==> config.mk <==
export PLATFORM = sky130hd
export DESIGN_NAME = approx_adder_seq_flat
export DESIGN_NICKNAME = d
export VERILOG_FILES = /design/src/rtl/approx_adder_seq_if.sv /design/src/rtl/approx_adder_seq.sv /design/src/flat_wrapper.sv
export SDC_FILE = /design/constraint.sdc
export NUM_CORES = 1
export LEC_CHECK = 0
export CAP_MARGIN = 20
export CORE_MARGIN = 8
export CORE_UTILIZATION = 49
export CTS_CLUSTER_DIAMETER = 50
export CTS_CLUSTER_SIZE = 16
export DETAILED_ROUTE_END_ITERATION = 7
export HOLD_SLACK_MARGIN = 0.05
export PLACE_DENSITY = 0.76
export SKIP_LAST_GASP = 1
export SLEW_MARGIN = 20
export SYNTH_ARGS = -nofsm -noshare
export SYNTH_HDL_FRONTEND = slang
export SYNTH_SLANG_ARGS = --single-unit
export TNS_END_PERCENT = 10
==> constraint.sdc <==
create_clock -name clk -period 7.1 [get_ports clk]
set_input_delay 2.13 -clock clk [delete_from_list [all_inputs] [get_ports clk]]
set_output_delay 2.13 -clock clk [all_outputs]
set_load 0.1 [all_outputs]
==> src/rtl/approx_adder_seq_if.sv <==
// Request/response handshake bundle for approx_adder_seq.
// The master side issues operand requests and accepts results; the slave side is the sequencer.
interface approx_adder_seq_if #(
  parameter int N  = 16,
  parameter int AW = 5
);
  logic          in_valid;
  logic          in_ready;
  logic [N-1:0]  in_a;
  logic [N-1:0]  in_b;
  logic [AW-1:0] in_acc;
  logic          out_valid;
  logic          out_ready;
  logic [N-1:0]  out_sum;
  logic          out_cout;

  modport master (
    output in_valid, in_a, in_b, in_acc, out_ready,
    input  in_ready, out_valid, out_sum, out_cout
  );

  modport slave (
    input  in_valid, in_a, in_b, in_acc, out_ready,
    output in_ready, out_valid, out_sum, out_cout
  );
endinterface

==> src/rtl/approx_adder_seq.sv <==
// Multi-cycle sequencer driving a W-bit slice of maskable approximate adder cells over N-bit operands.
// Optional error statistics (exact-sum comparison, err_flag, err_cnt) are enabled by APPROX_ERR_STAT_EN.
module approx_adder_seq #(
  parameter int N  = 16,
  parameter int W  = 4,
  parameter int AW = 5
) (
  input  logic                 clk,
  input  logic                 rst,
  approx_adder_seq_if.slave    bus,
  output logic                 busy
`ifdef APPROX_ERR_STAT_EN
  ,
  output logic                 err_flag,
  output logic [15:0]          err_cnt
`endif
);

  localparam int NCHUNK = N / W;
  localparam int CW     = (NCHUNK > 1) ? $clog2(NCHUNK) : 1;
  localparam logic [CW-1:0] LAST = CW'(NCHUNK - 1);

  typedef enum logic [1:0] {IDLE, RUN, DONE} state_e;

  state_e        state_q, state_d;
  logic [CW-1:0] cnt_q, cnt_d;
  logic          carry_q, carry_d;
  logic [N-1:0]  sum_q, sum_d;
  logic          cout_q, cout_d;

  logic [N-1:0]  a_q, b_q, mask_q;
  logic [N-1:0]  mask_d;
  logic [AW-1:0] acc_c;
  logic [W-1:0]  chunk_sum;
  logic          chunk_cout;
  logic          accept;

  assign accept        = bus.in_valid && (state_q == IDLE);
  assign bus.in_ready  = (state_q == IDLE);
  assign bus.out_valid = (state_q == DONE);
  assign bus.out_sum   = sum_q;
  assign bus.out_cout  = cout_q;
  assign busy          = (state_q != IDLE);

  // Thermometer mask: the top acc bits are accurate, oversized requests clamp to N.
  always_comb begin
    acc_c  = bus.in_acc;
    mask_d = '0;
    if (int'(bus.in_acc) > N) acc_c = AW'(N);
    for (int i = 0; i < N; i++) begin
      mask_d[i] = ((i + int'(acc_c)) >= N);
    end
  end

  // Cell slice: operands are shifted down each RUN cycle, so the current chunk is always bits [W-1:0].
  // NOTE: blocking assignments here chain the carry bit-to-bit within one evaluation; the
  // always_ff blocks below use non-blocking so every register samples pre-edge values.
  always_comb begin
    logic c;
    logic g, p;
    c         = carry_q;
    chunk_sum = '0;
    for (int i = 0; i < W; i++) begin
      g = a_q[i] & b_q[i] & mask_q[i];
      p = (a_q[i] ^ b_q[i]) & mask_q[i];
      chunk_sum[i] = mask_q[i] ? (a_q[i] ^ b_q[i] ^ c) : (a_q[i] | b_q[i]);
      c            = g | (p & c);
    end
    chunk_cout = c;
  end

  // NOTE: every output of this block gets a default first, so no path can infer a latch.
  always_comb begin
    state_d = state_q;
    cnt_d   = cnt_q;
    carry_d = carry_q;
    sum_d   = sum_q;
    cout_d  = cout_q;
    unique case (state_q)
      IDLE: begin
        if (accept) begin
          cnt_d   = '0;
          carry_d = 1'b0;
          state_d = RUN;
        end
      end
      RUN: begin
        sum_d             = sum_q >> W;
        sum_d[N-1 -: W]   = chunk_sum;
        carry_d           = chunk_cout;
        if (cnt_q == LAST) begin
          cout_d  = chunk_cout;
          state_d = DONE;
        end else begin
          cnt_d = cnt_q + CW'(1);
        end
      end
      DONE: begin
        if (bus.out_ready) state_d = IDLE;
      end
      default: state_d = IDLE;
    endcase
  end

  always_ff @(posedge clk) begin
    if (rst) begin
      state_q <= IDLE;
      cnt_q   <= '0;
      carry_q <= 1'b0;
      sum_q   <= '0;
      cout_q  <= 1'b0;
    end else begin
      state_q <= state_d;
      cnt_q   <= cnt_d;
      carry_q <= carry_d;
      sum_q   <= sum_d;
      cout_q  <= cout_d;
    end
  end

  // NOTE: operand and mask registers are always loaded on acceptance before they are read,
  // so they carry no reset.
  always_ff @(posedge clk) begin
    if (accept) begin
      a_q    <= bus.in_a;
      b_q    <= bus.in_b;
      mask_q <= mask_d;
    end else if (state_q == RUN) begin
      a_q    <= a_q >> W;
      b_q    <= b_q >> W;
      mask_q <= mask_q >> W;
    end
  end

`ifdef APPROX_ERR_STAT_EN
  logic [N:0]  exact_q;
  logic [15:0] err_cnt_q, err_cnt_d;

  always_ff @(posedge clk) begin
    if (accept) exact_q <= {1'b0, bus.in_a} + {1'b0, bus.in_b};
  end

  assign err_flag = (state_q == DONE) && ({cout_q, sum_q} != exact_q);
  assign err_cnt  = err_cnt_q;

  // Count erroneous results at their output handshake, saturating at all-ones.
  always_comb begin
    err_cnt_d = err_cnt_q;
    if (err_flag && bus.out_ready && (err_cnt_q != 16'hFFFF)) err_cnt_d = err_cnt_q + 16'd1;
  end

  always_ff @(posedge clk) begin
    if (rst) err_cnt_q <= '0;
    else     err_cnt_q <= err_cnt_d;
  end
`endif

endmodule

==> src/flat_wrapper.sv <==
// flat-port wrapper written by rule: the top's interface ports become plain ports
module approx_adder_seq_flat 
#(
  parameter int N  = 16,
  parameter int W  = 4,
  parameter int AW = 5
)
  (clk, rst, busy, bus_in_valid, bus_in_a, bus_in_b, bus_in_acc, bus_out_ready, bus_in_ready, bus_out_valid, bus_out_sum, bus_out_cout);
  approx_adder_seq_if #(.N(N), .AW(AW)) bus_i ();
  input  logic clk;
  input  logic rst;
  output logic busy;
  input wire logic [$bits(bus_i.in_valid)-1:0] bus_in_valid;
  input wire logic [$bits(bus_i.in_a)-1:0] bus_in_a;
  input wire logic [$bits(bus_i.in_b)-1:0] bus_in_b;
  input wire logic [$bits(bus_i.in_acc)-1:0] bus_in_acc;
  input wire logic [$bits(bus_i.out_ready)-1:0] bus_out_ready;
  output wire logic [$bits(bus_i.in_ready)-1:0] bus_in_ready;
  output wire logic [$bits(bus_i.out_valid)-1:0] bus_out_valid;
  output wire logic [$bits(bus_i.out_sum)-1:0] bus_out_sum;
  output wire logic [$bits(bus_i.out_cout)-1:0] bus_out_cout;
  assign bus_i.in_valid = bus_in_valid;
  assign bus_i.in_a = bus_in_a;
  assign bus_i.in_b = bus_in_b;
  assign bus_i.in_acc = bus_in_acc;
  assign bus_i.out_ready = bus_out_ready;
  assign bus_in_ready = bus_i.in_ready;
  assign bus_out_valid = bus_i.out_valid;
  assign bus_out_sum = bus_i.out_sum;
  assign bus_out_cout = bus_i.out_cout;
  approx_adder_seq #(.N(N), .W(W), .AW(AW)) u_core (.clk(clk), .rst(rst), .bus(bus_i), .busy(busy));
endmodule
; ---- Word level (Yosys, flattened, before mapping)
; Cells that the tools add are included.
[totals]
word_cells = 109
output_inout_bits = 20
input_bits = 41
ff_bits = 70
[classes]
eq_ne = 7
add_sub_neg = 16
bitwise = 32
order_cmp = 17
n_mux = 20
reduce_logical = 9
[op_table]
columns = op, n
row1 = $ge A32 B6 Y1 const B, 15
row2 = $mux W16, 6
row3 = $add A4 B5 Y6 const A, 8
row4 = $add A3 B5 Y6 const A, 4
row5 = $and A1 B1 Y1, 16
row6 = $add A2 B5 Y6 const A, 2
row7 = $mux W2, 5
row8 = $or A1 B1 Y1, 8
row9 = $xor A1 B1 Y1, 8
row10 = $add A1 B5 Y6 const A, 1
row11 = $pmux W2 S3, 1
row12 = $reduce_and A3 Y1, 2
row13 = $reduce_bool A2 Y1, 3
row14 = $ge A5 B5 Y1 const B, 1
row15 = $gt A5 B5 Y1 const B, 1
row16 = $mux W1, 5
row17 = $mux W5, 1
row18 = $eq A2 B2 Y1 const B, 2
row19 = $ne A2 B1 Y1 const B, 2
row20 = $ne A2 B2 Y1 const B, 2
row21 = $pmux W2 S2, 1
row22 = $reduce_and A2 Y1, 2
row23 = $add A2 B1 Y2 const B, 1
row24 = $eq A2 B1 Y1 const B, 1
row25 = 3 further kinds, 3

; ---- Depth between registers and ports, before layout
; Gate-level depths: netlist of run 1.
[depth]
word_depth = 11
mapped_depth = 6
mapped_depth_nobuf = 6

; ---- Least setup slack after synthesis of run 1
; Ideal clock, no wire load.
[synth_path]
path_type = reg-to-output
from = register u_core.state_q[0]
to = output port busy
t_arrival_ns = 2.623
required_time_ns = 4.970
n_path_buf = 0
path_stages_with_launch = 3
setup_slack_ns = 2.347
path_cell_list = dfxtp_1 nor2_1 inv_1
[synth_between]
elab_chain_cells = 1
[synth_rtl]
columns = element, line
row1 = "start, declared", approx_adder_seq.sv:25  ; state_e state_q, state_d;
row2 = "start signal, assigned", approx_adder_seq.sv:113  ; state_q <= state_d;
row3 = $reduce_bool A2 Y1, approx_adder_seq.sv:43  ; assign busy = (state_q != IDLE);
row4 = "end, declared", flat_wrapper.sv:12  ; output logic busy;
; Every way passes these cells.

; ---- Worst setup path after layout of run 1
[layout_path]
from = register u_core.state_q[1]
to = output port bus_out_valid
[layout_between]
elab_chain_cells = 1
[layout_rtl]
columns = element, line
row1 = $eq A2 B2 Y1, approx_adder_seq.sv:40  ; assign bus.out_valid = (state_q == DONE);
row2 = "end, declared", flat_wrapper.sv:19  ; output wire logic [$bits(bus_i.out_valid)-1:0] bus_out_valid;
; Every way passes these cells.

==> results.yml, run 1 <==
critical_path:
  r2r_end: "u_core.a_q[4]$_DFFE_PP_"
  worstSetupStartpoint: "u_core.state_q[1]$_SDFFE_PP0P_"
  cpMaxStageDelayCell: "sky130_fd_sc_hd__clkdlybuf4s50_1"
  required_ns: 4.97
  worst_path_dominant_cell_family: "buffers and inverters"
  cp-end-kind: "output port"
  critical_path.max_stage_delay_ns: 1.16
  start_kind: "flip-flop"
  regToRegStartpoint: "u_core.state_q[1]$_SDFFE_PP0P_"
  category_of_the_critical_setup_timing_path: "reg2out"
  worst-endpoint-arrival_ns: 2.16
  critical_path.n_buffers_inverters: 1
  cp_max_fo: 7
  worst_r2r_path_depth: 2
  crit_path_cell_trace: "nor2b_1, clkdlybuf4s50_1"
  reg2reg_slack_ns: 4.89
logic_synthesis:
  yosys_warning_count: 0
  synth.net_count: 373
  synth.ff_latch_count: 70
  synthCells: 323
  synth_edf_count: 48
  yosysUniqueCellTypes: 39
  synth_top_area_share_pct: 45.8
  area_of_the_mapped_netlist_sq_mm: 0.00315
  ys_seq_area_share_pct: 59.8
  synth-main-ff-cell: "sky130_fd_sc_hd__edfxtp_1"
  synthArstFlopShare_pct: 0
  synth_area_leaders: "sky130_fd_sc_hd__edfxtp_1 46%, sky130_fd_sc_hd__dfxtp_1 14%, sky130_fd_sc_hd__nand2_1 13%, sky130_fd_sc_hd__a21oi_1 3.8%, sky130_fd_sc_hd__ha_1 3.6%"
  synth_area_per_cell_sq_um: 9.75
  yosys.area.top_type: "sky130_fd_sc_hd__edfxtp_1"
timing:
  setup_repair_after_global_routing_missed_its_margin: "no"
  clock_skew_ns: 0.00710
  hold_vio_cnt_final: 0
  final_max_slew_viol_count: 0
  finalSetupTns_ns: 0
  slew_headroom_pct: 33.9
  worst-slew-pin-transition_ns: 0.988
  fin_hold_ws_ns: 0.454
  achievable-frequency_mhz: 233
  finalCritPeriodShare_pct: 60.4
  setup_viol_count_final: 0
  period_minus_slack_ns: 4.29
clocking:
  post_cts_buffers: 0
  clock_input_transition_at_the_sequential_cells_of_the_worst_setup_and_hold_paths_ns: 0.08
  ctsLongestPathBuffers: 2
  cts-htree-levels: 3
  clock_tree_from_tritoncts: "yes"
  cts_buffers: 9
  cts-hold-fix-buffers: 0
  clk_latency_ns: 0.33
  clk_tree_root_cell: "sky130_fd_sc_hd__clkbuf_8"
  post_cts_resized: 0
  clock_sinks: 70
route:
  routed_via_density: 5.13
  drt_first_iter_violations: 187
  drtAntennaViolNets: 0
  num_vias: 2367
  firstDrtPassIters: 4
  avgRoutedWirePerCell_um: 13.2
  post-route-drc-count: 0
  drt_wl_total_um: 6090
cells_and_area:
  final_nets: 429
  final-seq-area_sq_mm: 0.00188
  multi_input_comb_area_sq_mm: 0.00116
  final.fill_count: 505
  area_delta_synth_final_pct: 27.8
  final_util_pct: 64.1
  num_antenna_cells: 0
  non_filler_cell_area_final_sq_mm: 0.00402
  drive_gt1_share_pct: 5.47
global_route:
  grt_pass1_vias: 2392
  initial_antenna_violation_count: 0
  globalRoute.totalOverflow: 0
  grt.total_usage_pct: 14.0
  grt_start_max_net_pins: 51
  grt_pass1_wl_um: 10200
pwr:
  leakagePower_uw: 0.00161
  power-per-cell-area_mw_per_mm2: 254
  vdd_drop_max_mv: 0.158
hold_path:
  whs_endpoint: "u_core.bus.out_sum[2]$_SDFFE_PP0P_"
  min-delay-start: "u_core.bus.out_sum[2]$_SDFFE_PP0P_"
  hold_path.class: "reg2reg"
  hold_depth: 2
place:
  hpwlAfterDp_um: 4270
  routabilityCongestion: 0.826
  post_dp_cell_area_sq_mm: 0.00379
  port-buffer-count: 60
job:
  cap_violations: 0
floorplanning:
  die-area_sq_mm: 0.00925
  die_h_um: 96.2
  placementRows: 29
  die_w_um: 96.2
  boundaryPins: 61
  placeableCoreArea_sq_mm: 0.00628
  start_util_pct: 50.1
outcome:
  outcome: "finished clean"
==> cell usage after synthesis, types with 2 or more instances <==
library cell / number
sky130_fd_sc_hd__nand2_1: 111
sky130_fd_sc_hd__edfxtp_1: 48
sky130_fd_sc_hd__a21oi_1: 24
sky130_fd_sc_hd__dfxtp_1: 22
sky130_fd_sc_hd__nor2_1: 14
sky130_fd_sc_hd__inv_1: 13
sky130_fd_sc_hd__and2_1: 9
sky130_fd_sc_hd__buf_2: 9
sky130_fd_sc_hd__ha_1: 9
sky130_fd_sc_hd__clkbuf_1: 7
sky130_fd_sc_hd__nand3_1: 6
sky130_fd_sc_hd__nor3_1: 6
sky130_fd_sc_hd__o21ai_0: 6
sky130_fd_sc_hd__nor2b_1: 4
sky130_fd_sc_hd__o31ai_1: 4
sky130_fd_sc_hd__a21o_1: 2
sky130_fd_sc_hd__a22oi_1: 2
sky130_fd_sc_hd__a31oi_1: 2
sky130_fd_sc_hd__and3_1: 2
sky130_fd_sc_hd__nand2b_1: 2
sky130_fd_sc_hd__nor3b_1: 2
sky130_fd_sc_hd__nor4_1: 2
==> per-stage QoR <==
stage / instances / total power [uW] / setup WS [ns]
finish: 461 / 1020 / 2.81
detailed placement: 445 / 685 / 2.18
floorplan: 323 / 630 / 2.35
global placement: 445 / 679 / 2.27
global route: 461 / 1070 / 2.71
CTS: 461 / 1030 / 2.54
==> layer usage <==
metal | global-route usage [%] | routed length [um] | vias to the layer above
li1 | - | - | 1219
met1 | 15.7 | 2560 | 1085
met2 | 24.4 | 3130 | 56
met3 | 3.59 | 336 | 7
met4 | 6.27 | 57 | 0
met5 | 0 | 0 | -
==> flip-flops by register name (all words and copies together) (netlist names) <==
register,flops
u_core.state_q,2
u_core.b_q,16
u_core.mask_q,16
u_core.bus.out_sum,16
u_core.cnt_q,2
u_core.a_q,16
u_core.carry_q,1
u_core.bus.out_cout,1
==> power breakdown <==
| group | switching [uW] | leakage, uW | total, uW | internal, uW |
|---|---|---|---|---|
| sequential | 16.9 | 0.000661 | 501 | 484 |
| combinational | 109 | 0.000834 | 174 | 64.9 |
| clock | 146 | 0.000118 | 349 | 203 |
==> worst register-to-register path: stages, from the launching register on <==
cell,delay [ns]
sky130_fd_sc_hd__dfxtp_1,0.46
sky130_fd_sc_hd__nand2b_1,0.77
sky130_fd_sc_hd__nand2_4,0.56
==> layout make-up <==
cell class	count	area share (%)
Tap cell	77	2.39
Timing Repair Buffer	61	15.1
Clock inverter	4	1.24
Multi-Input combinational cell	224	28.9
Sequential cell	70	46.8
Clock buffer	12	4.38
Inverter	13	1.21
==> logic make-up (layout without fill, tap and decap cells) <==
| logic type | Yosys count | in the layout | synth area share, % |
|---|---|---|---|
| simple gates | 161 | 161 | 21.9 |
| fa+ha+maj | 9 | 9 | 3.58 |
| buf+inv | 29 | 90 | 3.82 |
| compound gates | 52 | 52 | 10.4 |
| xor+xnor | 2 | 2 | 0.557 |
| flops | 70 | 70 | 59.8 |
==> worst max path at each step <==
stage | to | depth (start not counted)
after floorplan | busy | 2
after global placement | u_core.b_q[12]$_SDFFCE_PN0P_ | 3
after detailed placement | u_core.b_q[13]$_SDFFCE_PN0P_ | 3
after CTS | u_core.mask_q[12]$_SDFFCE_PN0P_ | 3
after global routing | busy | 3
final | bus_out_valid | 2
==> cells in the final DEF (no fill, tap or decap), types with 4 or more instances in the layout <==
master / instances
sky130_fd_sc_hd__nor2b_1: 4
sky130_fd_sc_hd__dfxtp_1: 22
sky130_fd_sc_hd__o31ai_1: 4
sky130_fd_sc_hd__nand2_1: 109
sky130_fd_sc_hd__nand3_1: 6
sky130_fd_sc_hd__nor3_1: 6
sky130_fd_sc_hd__clkdlybuf4s50_1: 60
sky130_fd_sc_hd__o21ai_0: 6
sky130_fd_sc_hd__edfxtp_1: 48
sky130_fd_sc_hd__ha_1: 9
sky130_fd_sc_hd__a21oi_1: 24
sky130_fd_sc_hd__and2_1: 9
sky130_fd_sc_hd__inv_1: 13
sky130_fd_sc_hd__nor2_1: 14
sky130_fd_sc_hd__clkbuf_8: 11
(Power assumes the default switching activity.)
==> run 2: changes to the inputs <==
Clock period 7.1 ns to 4.1 ns, I/O delays scaled along.
==> run 2 against run 1 <==
Compared with the run above:
- global-route usage rose by 0.87 points
- sequential power up 73%
- sequential cell count did not move
- register-to-register slack worse by 3.1 ns
- clock skew is 0.0016 ns higher
- count of clock-buffer cells in the layout grew 1
- critical path depth decreased by 1
- wire length up 4.0%
- non-clock buffer count grew 3
- final cell count up 0.65%
- final area rose by 0.37%
==> results.yml, run 2 (synthesis results as in run 1) <==
route:
  num_vias: 2411
  avgRoutedWirePerCell_um: 13.6
  post-route-drc-count: 0
  routed_via_density: 5.20
  firstDrtPassIters: 4
  drt_wl_total_um: 6330
  drtAntennaViolNets: 0
  drt_first_iter_violations: 121
critical_path:
  cpMaxStageDelayCell: "sky130_fd_sc_hd__clkdlybuf4s50_1"
  critical_path.n_buffers_inverters: 1
  cp_max_fo: 3
  critical_path.max_stage_delay_ns: 1.15
  crit_path_cell_trace: "clkdlybuf4s50_1"
  worst_path_dominant_cell_family: "buffers and inverters"
  cp-end-kind: "output port"
  start_kind: "flip-flop"
  category_of_the_critical_setup_timing_path: "reg2out"
  required_ns: 2.87
  worst-endpoint-arrival_ns: 1.88
global_route:
  globalRoute.totalOverflow: 0
  grt_start_max_net_pins: 51
  grt_pass1_vias: 2345
  grt_pass1_wl_um: 10400
  initial_antenna_violation_count: 0
  grt.total_usage_pct: 14.8
floorplanning:
  die_w_um: 96.2
  placementRows: 29
  boundaryPins: 61
  die_h_um: 96.2
  placeableCoreArea_sq_mm: 0.00628
  start_util_pct: 50.1
  die-area_sq_mm: 0.00925
clocking:
  clk_latency_ns: 0.34
  clk_tree_root_cell: "sky130_fd_sc_hd__clkbuf_8"
  ctsLongestPathBuffers: 2
  cts-htree-levels: 3
  post_cts_buffers: 0
  clock_input_transition_at_the_sequential_cells_of_the_worst_setup_and_hold_paths_ns: 0.07
  clock_sinks: 70
  cts_buffers: 9
  post_cts_resized: 0
  cts-hold-fix-buffers: 0
  clock_tree_from_tritoncts: "yes"
pwr:
  cell_internal_pwr_uw: 1280
  power-per-cell-area_mw_per_mm2: 436
  vdd_drop_max_mv: 0.223
  sequentialPowerShare_pct: 49.3
  swShare_pct: 27.2
  share_clk_of_total_power_pct: 33.2
  p_comb_share_pct: 17.5
  power.switching_uw: 479
  leakagePower_uw: 0.00163
timing:
  clock_skew_ns: 0.00874
  period_minus_slack_ns: 3.11
  hold_vio_cnt_final: 0
  final_max_slew_viol_count: 0
  fin_ws_ns: 0.994
  finalCritPeriodShare_pct: 75.8
  worst-slew-pin-transition_ns: 0.977
  fin_hold_ws_ns: 0.457
  achievable-frequency_mhz: 322
  setup_viol_count_final: 0
  finalSetupTns_ns: 0
  setup_repair_after_global_routing_missed_its_margin: "no"
  slew_headroom_pct: 34.6
cells_and_area:
  drive_gt1_share_pct: 6.72
  area_delta_synth_final_pct: 28.3
  num_antenna_cells: 0
  final.fill_count: 526
  final_nets: 432
  layoutNonFillerInstCount: 464
  layout_commonest_cell: "sky130_fd_sc_hd__nand2_1"
  commonest_cells_after_routing_fill_and_taps_aside: "110 x sky130_fd_sc_hd__nand2_1, 57 x sky130_fd_sc_hd__clkdlybuf4s50_1, 48 x sky130_fd_sc_hd__edfxtp_1"
outcome:
  outcome: "finished clean"
hold_path:
  hold_path.class: "reg2reg"
job:
  cap_violations: 0
place:
  routabilityCongestion: 0.816
  dp.cells: 448
  hpwlAfterDp_um: 4530
  pre_cts_setup_slack_ns: 1.22
  port-buffer-count: 60
==> run 2: cell types whose count changed in the layout (fill, tap and decap cells not counted), sizes merged <==
cell	change
buf	+6
bufinv	-1
clkbuf	+1
clkdlybuf4s50	-3
==> run 2: final timing paths <==
path,depth (start not counted),from,slack (ns),endpoint
setup / recovery,1,u_core.bus.out_sum[13]$_SDFFE_PP0P_,0.99,bus_out_sum[13]
hold / removal,2,u_core.bus.out_sum[3]$_SDFFE_PP0P_,0.46,u_core.bus.out_sum[3]$_SDFFE_PP0P_
setup reg to reg,3,u_core.state_q[1]$_SDFFE_PP0P_,1.84,u_core.b_q[14]$_SDFFCE_PN0P_
hold reg to reg,2,u_core.bus.out_sum[3]$_SDFFE_PP0P_,0.46,u_core.bus.out_sum[3]$_SDFFE_PP0P_
==> run 2: tightest hold or removal path: cells and delay by family (launching register included) <==
| kind | cells | cell delay [ns] |
|---|---|---|
| flops | 1 | 0.31 |
| compound gates | 1 | 0.05 |
| simple gates | 1 | 0.05 |
==> run 2: stage by stage <==
step | total power (uW) | area, sq um | util, %
5_1_grt | 1850 | 4040 | 64.3
3_3_place_gp | 1180 | 3820 | 60.8
3_5_place_dp | 1190 | 3820 | 60.8
4_1_cts | 1780 | 4040 | 64.3
2_1_floorplan | 1090 | 3150 | -
6_report | 1760 | 4040 | 64.3
==> run 2: area by class of cell <==
cell class	instances	area, sq um	area share (%)
Sequential cell	70	1880	46.6
Multi-Input combinational cell	224	1150	28.6
Timing Repair Buffer	64	636	15.7
Clock buffer	13	201	4.99
Tap cell	77	96.3	2.39
Inverter	13	48.8	1.21
Clock inverter	3	20.0	0.496
==> run 2: layer usage <==
| metal | wire length (um) | track usage [%] |
|---|---|---|
| met2 | 3300 | 25.8 |
| met3 | 376 | 4.29 |
| met4 | 124 | 8.58 |
| met5 | 0 | 0 |
| met1 | 2530 | 15.7 |
==> run 2: power groups by stage <==
stage	combinational [uW]	clock, uW	sequential, uW
after floorplan	161	0	930
after global placement	301	0	880
after detailed placement	310	0	884
after CTS	311	597	868
after global routing	340	632	875
final	307	585	868
==> run 3: changes to the inputs <==
Settings changed: CORE_UTILIZATION 49 to 46, PLACE_DENSITY 0.76 to 0.75.
Clock period 4.1 ns to 2.53 ns, I/O delays scaled along.
==> run 3 against run 2 <==
Compared with the run above:
- sequential cell count stayed put
- critical path depth grew 1
- first-iteration DRC count down 20%
- non-clock buffer count increased by 7
- worst hold slack worse by 0.0015 ns
- count of clock-buffer cells in the layout decreased by 4
- final cell count is 2.2% higher
- sequential share of layout area rose by 0.13 points
- clock skew is 0.0019 ns lower
- sequential power increased by 62%
- core utilization decreased by 4.4 points
- wire length rose by 1.6%
- critical endpoint is now bus_out_valid
- largest power group unchanged
==> results.yml, run 3 (synthesis results as in run 1) <==
outcome:
  outcome: "finished clean"
route:
  avgRoutedWirePerCell_um: 13.6
  routed_via_density: 5.18
  drt_wl_total_um: 6430
  firstDrtPassIters: 4
  post-route-drc-count: 0
  drt_first_iter_violations: 97
  num_vias: 2453
  drtAntennaViolNets: 0
critical_path:
  critical_path.max_stage_delay_ns: 0.52
  cpMaxStageDelayCell: "sky130_fd_sc_hd__dfxtp_1"
  worst-endpoint-arrival_ns: 1.40
  cp_max_fo: 7
  required_ns: 1.77
  worstSetupStartpoint: "u_core.state_q[1]$_SDFFE_PP0P_"
  crit_path_cell_trace: "nor2b_1, buf_12"
  category_of_the_critical_setup_timing_path: "reg2out"
  start_kind: "flip-flop"
  regToRegStartpoint: "u_core.b_q[0]$_DFFE_PP_"
  reg2reg_slack_ns: 0.72
  r2r_end: "u_core.bus.out_sum[15]$_SDFFE_PP0P_"
  worst_r2r_path_depth: 6
  cp-end-kind: "output port"
timing:
  worst-slew-pin-transition_ns: 0.448
  finalCritPeriodShare_pct: 85.4
  fin_hold_ws_ns: 0.456
  finalSetupTns_ns: 0
  clock_skew_ns: 0.00684
  setup_repair_after_global_routing_missed_its_margin: "no"
  hold_vio_cnt_final: 0
  final_max_slew_viol_count: 0
  slew_headroom_pct: 69.9
  period_minus_slack_ns: 2.16
  setup_viol_count_final: 0
  achievable-frequency_mhz: 463
cells_and_area:
  non_filler_cell_area_final_sq_mm: 0.00403
  layout_commonest_cell: "sky130_fd_sc_hd__nand2_1"
  num_antenna_cells: 0
  drive_gt1_share_pct: 12.9
  final_util_pct: 59.9
  commonest_cells_after_routing_fill_and_taps_aside: "110 x sky130_fd_sc_hd__nand2_1, 48 x sky130_fd_sc_hd__edfxtp_1, 40 x sky130_fd_sc_hd__clkdlybuf4s50_1"
  area_delta_synth_final_pct: 27.9
  final.fill_count: 580
  final_nets: 439
floorplanning:
  die-area_sq_mm: 0.00975
  placeableCoreArea_sq_mm: 0.00672
  die_w_um: 98.7
  start_util_pct: 46.9
  die_h_um: 98.7
  boundaryPins: 61
  placementRows: 30
hold_path:
  min-delay-start: "u_core.bus.out_sum[2]$_SDFFE_PP0P_"
  hold_depth: 2
  whs_endpoint: "u_core.bus.out_sum[2]$_SDFFE_PP0P_"
  hold_path.class: "reg2reg"
clocking:
  clk_latency_ns: 0.34
  cts-hold-fix-buffers: 0
  post_cts_buffers: 0
  clock_tree_from_tritoncts: "yes"
  clock_input_transition_at_the_sequential_cells_of_the_worst_setup_and_hold_paths_ns: 0.08
  clock_sinks: 70
  cts-htree-levels: 3
  clk_tree_root_cell: "sky130_fd_sc_hd__clkbuf_8"
  post_cts_resized: 0
  cts_buffers: 9
  ctsLongestPathBuffers: 2
pwr:
  leakagePower_uw: 0.00168
  power-per-cell-area_mw_per_mm2: 667
  p_total_uw: 2680
  vdd_drop_max_mv: 0.476
global_route:
  globalRoute.totalOverflow: 0
  grt_pass1_wl_um: 10900
  grt.total_usage_pct: 13.9
  grt_pass1_vias: 2413
  initial_antenna_violation_count: 0
  grt_start_max_net_pins: 30
place:
  post_dp_cell_area_sq_mm: 0.00386
  hpwlAfterDp_um: 4660
  routabilityCongestion: 0.810
  port-buffer-count: 60
job:
  cap_violations: 0
## run 3: worst max-delay path by stage
stage          cells after the start  slack, ns                              end
2_1_floorplan                      1      -0.09                    bus_out_valid
3_3_place_gp                       5       0.34       u_core.mask_q[1]$_DFFE_PP_
3_5_place_dp                       3       0.29  u_core.mask_q[13]$_SDFFCE_PN0P_
4_1_cts                            2       0.36                    bus_out_valid
5_1_grt                            2       0.27                    bus_out_valid
6_report                           2       0.37                    bus_out_valid
## run 3: where the power goes
part           switching, uW  internal, uW
sequential              50.0          1360
clock                    417           348
combinational            314           198
total                    780          1900
## run 3: area by class of cell
cell class,count,area (sq um),share of cell area [%]
clock inverter,7,40.0,0.994
clock buffer,9,124,3.08
sequential,70,1880,46.7
tap,80,100,2.49
multi-input combinational,224,1160,28.9
timing repair buffer,71,671,16.7
inverter,13,48.8,1.21
## run 3: worst max-delay path: cells and delay by family (launching register included)
kind	cells	cell delay (ns)
flops	1	0.52
buf+inv	1	0.21
simple gates	1	0.32
## run 3: through the flow
step | setup WS [ns] | instances
floorplan | -0.0882 | 323
finish | 0.369 | 474
detailed placement | 0.295 | 458
global route | 0.265 | 474
global placement | 0.343 | 458
CTS | 0.360 | 474
## run 3: routing by layer
metal | part of all wire, % | vias up | GRT usage, %
li1 | - | 1241 | -
met5 | 0 | - | 0
met3 | 6.5 | 8 | 5.21
met2 | 53 | 64 | 23.4
met4 | 1.1 | 0 | 6.61
met1 | 40 | 1140 | 15.2
